### src/rtl/tick_gen_pkg.sv
// Shared constants, channel action encoding and helpers
// for the multi-channel tick generator.
package tick_gen_pkg;

    localparam int NUM_CH_DEF    = 4;
    localparam int CNT_W_DEF     = 16;
    localparam int FREE_W_DEF    = 16;
    localparam int RESET_DIV_DEF = 2;

    // What a channel does on the coming edge, highest priority first
    typedef enum logic [1:0] {
        ACT_CLEAR,
        ACT_LOAD_NOW,
        ACT_LOAD_DEFER,
        ACT_COUNT
    } ch_act_e;

    // Width of the channel selector; never narrower than one bit
    function automatic int sel_width(input int n);
        return (n > 2) ? $clog2(n) : 1;
    endfunction

endpackage

### src/rtl/tick_channel.sv
// One divider channel: counter, active/shadow divisor,
// deferred-load flag, tick pulse and square output.
module tick_channel
    import tick_gen_pkg::*;
#(
    parameter int CNT_W     = CNT_W_DEF,
    parameter int RESET_DIV = RESET_DIV_DEF
) (
    input  logic             clock,
    input  logic             reset,
    input  logic             sync_clear,
    input  logic             enable,
    input  logic             load,
    input  logic             load_immediate,
    input  logic [CNT_W-1:0] div_value,
    output logic             tick,
    output logic             square,
    output logic             load_pending
);

    logic [CNT_W-1:0] cnt;
    logic [CNT_W-1:0] div;
    logic [CNT_W-1:0] shadow;
    logic [CNT_W-1:0] next_shadow;
    logic             next_pending;
    logic             run;
    logic             term;
    ch_act_e          act;

    // Pick this edge's action; a deferred load onto a halted
    // channel has nothing to wait for, so it is applied at once
    always_comb begin
        act = ACT_COUNT;
        if (sync_clear)
            act = ACT_CLEAR;
        else if (load && (load_immediate || div == '0))
            act = ACT_LOAD_NOW;
        else if (load)
            act = ACT_LOAD_DEFER;
    end

    assign run  = enable && (div != '0);
    assign term = (cnt == div - CNT_W'(1));

    // A write landing on the terminal-count edge is the newest
    // shadow value, so it is the one that takes effect there
    assign next_shadow  = (act == ACT_LOAD_DEFER) ? div_value : shadow;
    assign next_pending = (act == ACT_LOAD_DEFER) || load_pending;

    // Channel state update
    always_ff @(posedge clock or posedge reset) begin
        if (reset) begin
            cnt          <= '0;
            div          <= CNT_W'(RESET_DIV);
            shadow       <= '0;
            load_pending <= 1'b0;
            tick         <= 1'b0;
            square       <= 1'b0;
        end else begin
            unique case (act)
                ACT_CLEAR: begin
                    cnt          <= '0;
                    tick         <= 1'b0;
                    square       <= 1'b0;
                    load_pending <= 1'b0;
                    if (load)
                        div <= div_value;
                    else if (load_pending)
                        div <= shadow;
                end
                ACT_LOAD_NOW: begin
                    cnt          <= '0;
                    tick         <= 1'b0;
                    div          <= div_value;
                    load_pending <= 1'b0;
                end
                ACT_LOAD_DEFER, ACT_COUNT: begin
                    shadow       <= next_shadow;
                    load_pending <= next_pending;
                    if (!run) begin
                        tick <= 1'b0;
                    end else if (term) begin
                        cnt    <= '0;
                        tick   <= 1'b1;
                        square <= ~square;
                        if (next_pending) begin
                            div          <= next_shadow;
                            load_pending <= 1'b0;
                        end
                    end else begin
                        cnt  <= cnt + CNT_W'(1);
                        tick <= 1'b0;
                    end
                end
            endcase
        end
    end

endmodule

### src/rtl/tick_generator.sv
// Free-running counter bus plus NUM_CH programmable
// clock-enable channels sharing one divisor write port.
module tick_generator
    import tick_gen_pkg::*;
#(
    parameter int NUM_CH    = NUM_CH_DEF,
    parameter int CNT_W     = CNT_W_DEF,
    parameter int FREE_W    = FREE_W_DEF,
    parameter int RESET_DIV = RESET_DIV_DEF
) (
    input  logic                         clock,
    input  logic                         reset,
    input  logic                         sync_clear,
    input  logic [NUM_CH-1:0]            ch_enable,
    input  logic                         div_load,
    input  logic [sel_width(NUM_CH)-1:0] div_sel,
    input  logic [CNT_W-1:0]             div_value,
    input  logic                         load_immediate,
    output logic [NUM_CH-1:0]            tick,
    output logic [NUM_CH-1:0]            square,
    output logic [NUM_CH-1:0]            load_pending,
    output logic [FREE_W-1:0]            divided_clocks
);

    logic [NUM_CH-1:0] load_vec;

    // Route the write strobe to one channel; out-of-range
    // selects match nothing and are dropped
    always_comb begin
        load_vec = '0;
        for (int i = 0; i < NUM_CH; i++)
            load_vec[i] = div_load && (32'(div_sel) == i);
    end

    // Free-running count, independent of channel enables
    always_ff @(posedge clock or posedge reset) begin
        if (reset)
            divided_clocks <= '0;
        else if (sync_clear)
            divided_clocks <= '0;
        else
            divided_clocks <= divided_clocks + FREE_W'(1);
    end

    for (genvar g = 0; g < NUM_CH; g++) begin : g_ch
        tick_channel #(
            .CNT_W     (CNT_W),
            .RESET_DIV (RESET_DIV)
        ) u_ch (
            .clock          (clock),
            .reset          (reset),
            .sync_clear     (sync_clear),
            .enable         (ch_enable[g]),
            .load           (load_vec[g]),
            .load_immediate (load_immediate),
            .div_value      (div_value),
            .tick           (tick[g]),
            .square         (square[g]),
            .load_pending   (load_pending[g])
        );
    end

endmodule

### config.mk
export PLATFORM = sky130hd
export DESIGN_NAME = tick_generator
export DESIGN_NICKNAME = d
export VERILOG_FILES = /design/src/rtl/tick_gen_pkg.sv /design/src/rtl/tick_channel.sv /design/src/rtl/tick_generator.sv
export SDC_FILE = /design/constraint.sdc
export NUM_CORES = 1
export LEC_CHECK = 0
export BUFFER_PORTS_ARGS = -buffer_cell sky130_fd_sc_hd__buf_2
export CAP_MARGIN = 25
export CORE_UTILIZATION = 40
export CTS_BUF_LIST = sky130_fd_sc_hd__clkbuf_8
export DETAILED_ROUTE_END_ITERATION = 12
export PLACE_DENSITY = 0.66
export SLEW_MARGIN = 20
export SYNTH_ARGS = -nofsm -noshare
export SYNTH_HDL_FRONTEND = slang
export SYNTH_SLANG_ARGS = --single-unit
### constraint.sdc
create_clock -name clock -period 15.7 [get_ports clock]
set_input_delay 2.355 -clock clock [delete_from_list [all_inputs] [get_ports clock]]
set_output_delay 2.355 -clock clock [all_outputs]
set_load 0.05 [all_outputs]
# [Word-level counts from Yosys, hierarchy flattened]
# Index checks and enable logic that the tools add are counted.
[totals] ff_bits=220 input_bits=27 out_inout_bits=28 elab_cells=215
[op_classes] addsub=9 eq_ne=35 muxes=89 n_bitwise=4 reduce_logical=53
[op_table] op="16-bit 2-to-1 mux" n=33
[op_table] op="16-bit one-hot mux with 3 select lines" n=4
[op_table] op="16-bit one-hot mux with 2 select lines" n=4
[op_table] op="16-bit by 1-bit adder with 16-bit output (second input constant)" n=5
[op_table] op="16-bit == test" n=4
[op_table] op="16-bit zero test" n=4
[op_table] op="16-bit nonzero test" n=4
[op_table] op="16-bit by 1-bit subtractor with 16-bit output (second input constant)" n=4
[op_table] op="1-bit 2-to-1 mux" n=28
[op_table] op="2-bit by 1-bit inequality test with 1-bit output (second input constant)" n=12
[op_table] op="1-bit one-hot mux with 2 select lines" n=12
[op_table] op="2-bit == test (second input constant)" n=10
[op_table] op="2-bit 2-to-1 mux" n=8
[op_table] op="4-bit AND reduction" n=4
[op_table] op="2-bit OR reduction" n=8
[op_table] op="1-bit logical AND" n=12
[op_table] op="3-bit by 1-bit inequality test with 1-bit output (second input constant)" n=4
[op_table] op="3-bit AND reduction" n=4
[op_table] op="2-bit by 1-bit == test with 1-bit output (second input constant)" n=5
[op_table] op="2-bit zero test" n=5
[op_table] op="1-bit logical OR" n=8
[op_table] op="2-bit nonzero test" n=4
[op_table] op="1-bit inverter" n=4

# [Depth between registers and ports, before layout]
[depth] depth_word=11 mapped_depth=13 ltp_nobuf=10

# [By module]
# From an unflattened synthesis, not the netlist that was laid out.
[hier_totals] cells_unflattened=1289 hier_area_um2=13212.7
[modules_own_cells] mod="tick_channel at g_ch[1].u_ch ..." n_inst=2 cells_each=307 area_each_um2=3070.4 seq_area_each_um2=1277.5
[modules_own_cells] mod="tick_channel at g_ch[3].u_ch" n_inst=1 cells_each=315 area_each_um2=3196.8 seq_area_each_um2=1277.5
[modules_own_cells] mod="tick_channel at g_ch[0].u_ch" n_inst=1 cells_each=275 area_each_um2=3045.4 seq_area_each_um2=1277.5
[modules_own_cells] mod="tick_generator" n_inst=1 cells_each=85 area_each_um2=829.5 seq_area_each_um2=400.4

# [Least setup slack after synthesis]
# Ideal clock, no wire load.
[synth_path] kind="input to register" startpoint="input port div_sel[1]" endpoint="register g_ch[0].u_ch.div[0]" setup_time_ps=137 t_arrival_ps=4149 t_required_ps=15563 setup_slack_ps=11414 path_stages=9 path_buffers=4 cell_sequence="nor3b_1 -> buf_1 -> a21o_1 -> a21o_1 -> clkbuf_1 -> and2_1 -> clkbuf_1 -> clkbuf_1 -> a21oi_1"
[synth_via] elab_chain_len=11 word_cells_on_any_way=23 classes_between="7 x eq/ne; 9 x mux; 7 x reduce/logical"
[synth_rtl] item="start: declaration" line="tick_generator.sv:16" source="input logic [sel_width(NUM_CH)-1:0] div_sel,"
[synth_rtl] item="2-bit zero test (*)" line="tick_generator.sv:32" source="load_vec[i] = div_load && (32'(div_sel) == i);"
[synth_rtl] item="1-bit logical AND (*)" line="tick_generator.sv:32"
[synth_rtl] item="1-bit 2-to-1 mux or 1-bit logical AND (tied branches)" line="tick_channel.sv:38, tick_channel.sv:36"
[synth_rtl] item="2-bit 2-to-1 mux" line="tick_channel.sv:36" source="else if (load && (load_immediate || div == '0))"
[synth_rtl] item="2-bit 2-to-1 mux" line="tick_channel.sv:34" source="if (sync_clear)"
[synth_rtl] item="2-bit == test" line="tick_channel.sv:47, tick_channel.sv:48, tick_channel.sv:60"
[synth_rtl] item="16-bit 2-to-1 mux" line="tick_channel.sv:47" source="assign next_shadow = (act == ACT_LOAD_DEFER) ? div_value : shadow;"
[synth_rtl] item="16-bit 2-to-1 mux" line="tick_channel.sv:86" source="if (next_pending) begin"
[synth_rtl] item="16-bit 2-to-1 mux" line="tick_channel.sv:82" source="end else if (term) begin"
[synth_rtl] item="16-bit 2-to-1 mux" line="tick_channel.sv:80" source="if (!run) begin"
[synth_rtl] item="16-bit one-hot mux with 3 select lines" line="tick_channel.sv:60" source="unique case (act)"
[synth_rtl] item="end signal: assignment" line="tick_channel.sv:67" source="div <= div_value;"
[synth_rtl] item="end signal: assignment" line="tick_channel.sv:69" source="div <= shadow;"
[synth_rtl] item="end signal: assignment" line="tick_channel.sv:87" source="div <= next_shadow;"
[synth_rtl] item="end: declaration" line="tick_channel.sv:22" source="logic [CNT_W-1:0] div;"
# Mark *: on every way between the ends. The rest lies on a longest branch, timed or not. The select of a mux whose other input is x is not followed.
# A chain may end at the register's enable or synchronous reset.

# [Worst setup path in the final report]
[layout_path] startpoint="input port div_sel[1]" endpoint="register g_ch[0].u_ch.div[11]"
# Same word-level chain as after synthesis.

==> reports/qor.txt <==
Post-synth EDFFs: 0
Largest family of logic cells by synthesized area: simple AND/OR/NAND/NOR gates
Final instance area: 0.0138 mm2
Via Count: 9647
YS warnings: 0
Io pins: 55
Share of cells above drive strength 1: 0.176
R2R depth: 8
Worst Hold Slack: 0.501 ns
CTS tree: built
Yosys reg bits: 220
Routability cong.: 0.854
Worst r2r src: g_ch[1].u_ch.div[2]
Largest net degree at the start of global routing: 144
Mapped Cells: 1279
Clock slew at reported path FFs: 0.06 ns
Drt via density: 5.56
Sink Count: 220
Post-cts resize count: 0
Syn_nets: 1319
Final-report setup violation count: 0
Slowest Stage Delay on Critical Path: 0.70 ns
Layout Cells excl Fill: 1734
Most frequent CP cell: a21o_1
FMAX: 218 MHz
Final core occ: 0.451
Setup ws final: 11.11 ns
Critical path launch point type: input port
Worst path required time: 16.09 ns
Psw: 0.649 mW
Placed cells: 1660
Synth cell types: 70
R2R Path End: g_ch[1].u_ch.div[13]
CTS Buf Count: 39
Area of the multi-input gates: 0.00661 mm2
Post-synth top area share: 0.432
Nets@finish: 1349
Worst-Margin Slew: 0.945 ns
# DRC: 0
CTS Hold Bufs: 0
Unrepaired setup endpoints after global routing: false
PortBufs: 54
Seq pwr share: 0.436
Die X: 179 um
Met1 usage: 0.260
GRT overflow: 0
Synth Area in XOR/XNOR: 0.0907
Power Internal: 1.22 mW
Seq/Total Area, Yosys: 0.440
Antenna fix cells: 0
Final slew viol count: 0
Full die area: 0.0320 mm2
Endpoint type of the worst setup path: flop
Worst hold start: g_ch[2].u_ch.shadow[4]
Met2 Resource Use GR: 0.296
First-pass GRT wire length: 47900 um
Period minus WS final: 4.59 ns
Post-Route Setup TNS: 0 ns
Post-synthesis mux area share: 0.131
Leak pwr: 5.95 nW
Initial antenna violation count: 0
Worst min path class: reg -> reg
CP max stage cell: a21o_1
Sw Ratio: 0.347
DR WL/cell: 16.6 um
Crit path kind: in -> reg
CTS H-tree depth: 2
Post-synthesis compound-gate area fraction: 0.0989
Drt pass-1 iters: 7
Fillers: 2977
Setup WS pre-CTS: 10.61 ns
Clock Path Buffers: 3
Final wirelength: 28900 um
CP cell instances: buf_2, nor3b_2, buf_4, a21o_1, a21o_1, and2_1, a21oi_1
Slew headroom: 0.366
Top cells by area, synth: dfrtp_1 43%, mux2_2 8.5%, xor2_1 5.0%
Logic pwr share: 0.288
Asr flop ratio synth: 1.00
Cell area after synthesis: 0.0125 mm2
Synth area leader: dfrtp_1
Post-route clock period utilization: 0.292
Die Ht: 179 um
Ys flop type: dfrtp_1
1st-iter DRT viols: 694
Total of max-cap violations: 0
Setup Fix Bufs, Post-CTS: 0
GRT busiest layer: met2
Status: finished clean
Critical path data arrival time: 4.98 ns
Register area: 0.00551 mm2
Average size of a mapped cell: 9.78 um2
Worst IR Drop VDD: 0.0000657 V
Power per cell area: 135 mW/mm2
Post-DRT Antenna Nets: 0
WHS Endpoint: g_ch[2].u_ch.shadow[4]
Worst-Skew Late Latency: 0.53 ns
Hold Path Depth: 1
Post-synthesis simple-gate area fraction: 0.192
Critical-path maximum fanout: 27
Root Buffer: clkbuf_8
Tot Pwr: 1.87 mW
GRT Util Overall: 0.186
Post-DP HPWL: 19700 um
Num rows: 64
Met3 usage: 0.0280
Skew final: 0.0159 ns
Final-report hold violation count: 0
R2R setup slack: 11.54 ns
Initial Util: 0.408
Post-Synth Adder-Cell Area: 0.0130
Layout area overhead: 10.6%
Total core area: 0.0307 mm2
Post-DP Area: 0.0130 mm2
Vias in the first global route: 9342
Clock power frac: 0.277
## critical path, delay by kind of cell
family,cells,cell delay (ns)
buffers and inverters,2,0.49
AOI/OAI and AO/OA,3,1.23
and+or+nand+nor,2,0.88
## area by class of cell
cell class                      instances  area share
Sequential cell                       220       0.398
Tap cell                              396      0.0358
Timing Repair Buffer                   65      0.0272
Inverter                               18     0.00543
Clock inverter                         20     0.00561
Multi-Input combinational cell        965       0.478
Clock buffer                           50      0.0498
## how the worst max path moves through the flow
stage                from                   end  slack, ns
6_report       div_sel[1]  g_ch[0].u_ch.div[11]      11.11
4_1_cts        div_sel[1]  g_ch[0].u_ch.div[11]      11.19
3_3_place_gp   div_sel[1]   g_ch[0].u_ch.div[2]      10.71
5_1_grt        div_sel[1]   g_ch[0].u_ch.div[2]      10.96
2_1_floorplan       reset     divided_clocks[0]       7.33
3_5_place_dp   div_sel[1]  g_ch[0].u_ch.div[11]      10.61
## cell usage in the layout, fill, tap and decap left out, types with 45 or more instances in the layout
cell	n
nand3_1	45
dfrtp_1	216
nand2_1	121
mux2i_1	45
buf_2	54
xor2_1	71
clkbuf_8	50
nor2_1	99
o21ai_0	61
a21oi_1	75
xnor2_1	56
mux2_2	94
## cells by family (layout without fill, tap and decap cells)
group                    Yosys count  after routing
AO/OA/AOI/OAI                    205            205
buffers and inverters             94            153
multiplexers                     151            151
AND/OR/NAND/NOR                  468            468
flip-flops                       220            220
adder cells (fa/ha/maj)           13             13
XOR/XNOR                         128            128
## sequential cells by signal, summed over array words and instances, names as in the netlist
register,flops
divided_clocks,16
g_ch.u_ch.cnt,64
g_ch.u_ch.div,64
g_ch.u_ch.load_pending,4
g_ch.u_ch.shadow,64
g_ch.u_ch.square,4
g_ch.u_ch.tick,4
## metal layers
metal  routed length (um)  part of all wire
met5                    0                 0
met4                  540             0.019
met2                13200              0.46
met1                13900              0.48
met3                 1190             0.041
## power by group through the flow
stage / Sequential (mW) / Combinational [mW] / Clock, mW
detailed placement: 0.821 / 0.530 / 0
CTS: 0.811 / 0.534 / 0.535
global route: 0.833 / 0.603 / 0.561
floorplan: 0.780 / 0.444 / 0
finish: 0.815 / 0.538 / 0.518
global placement: 0.816 / 0.516 / 0
## cells in the mapped netlist (5+ instances only)
cell	instances
dfrtp_1	216
nand2_1	121
nor2_1	99
mux2_2	94
a21oi_1	75
xor2_1	71
o21ai_0	61
xnor2_1	56
clkbuf_1	55
mux2i_1	45
nand3_1	45
nand4_1	44
nor3_1	26
nor4_1	23
and3_1	20
or3_1	20
inv_1	18
buf_4	13
ha_1	13
a21o_1	12
mux2_1	12
a31oi_1	10
nand3b_1	10
nor2b_1	9
o211ai_1	7
nor3b_1	6
and4_1	5
nand2b_1	5
nand4b_1	5
No activity file was read; power rests on OpenSTA's default activity.
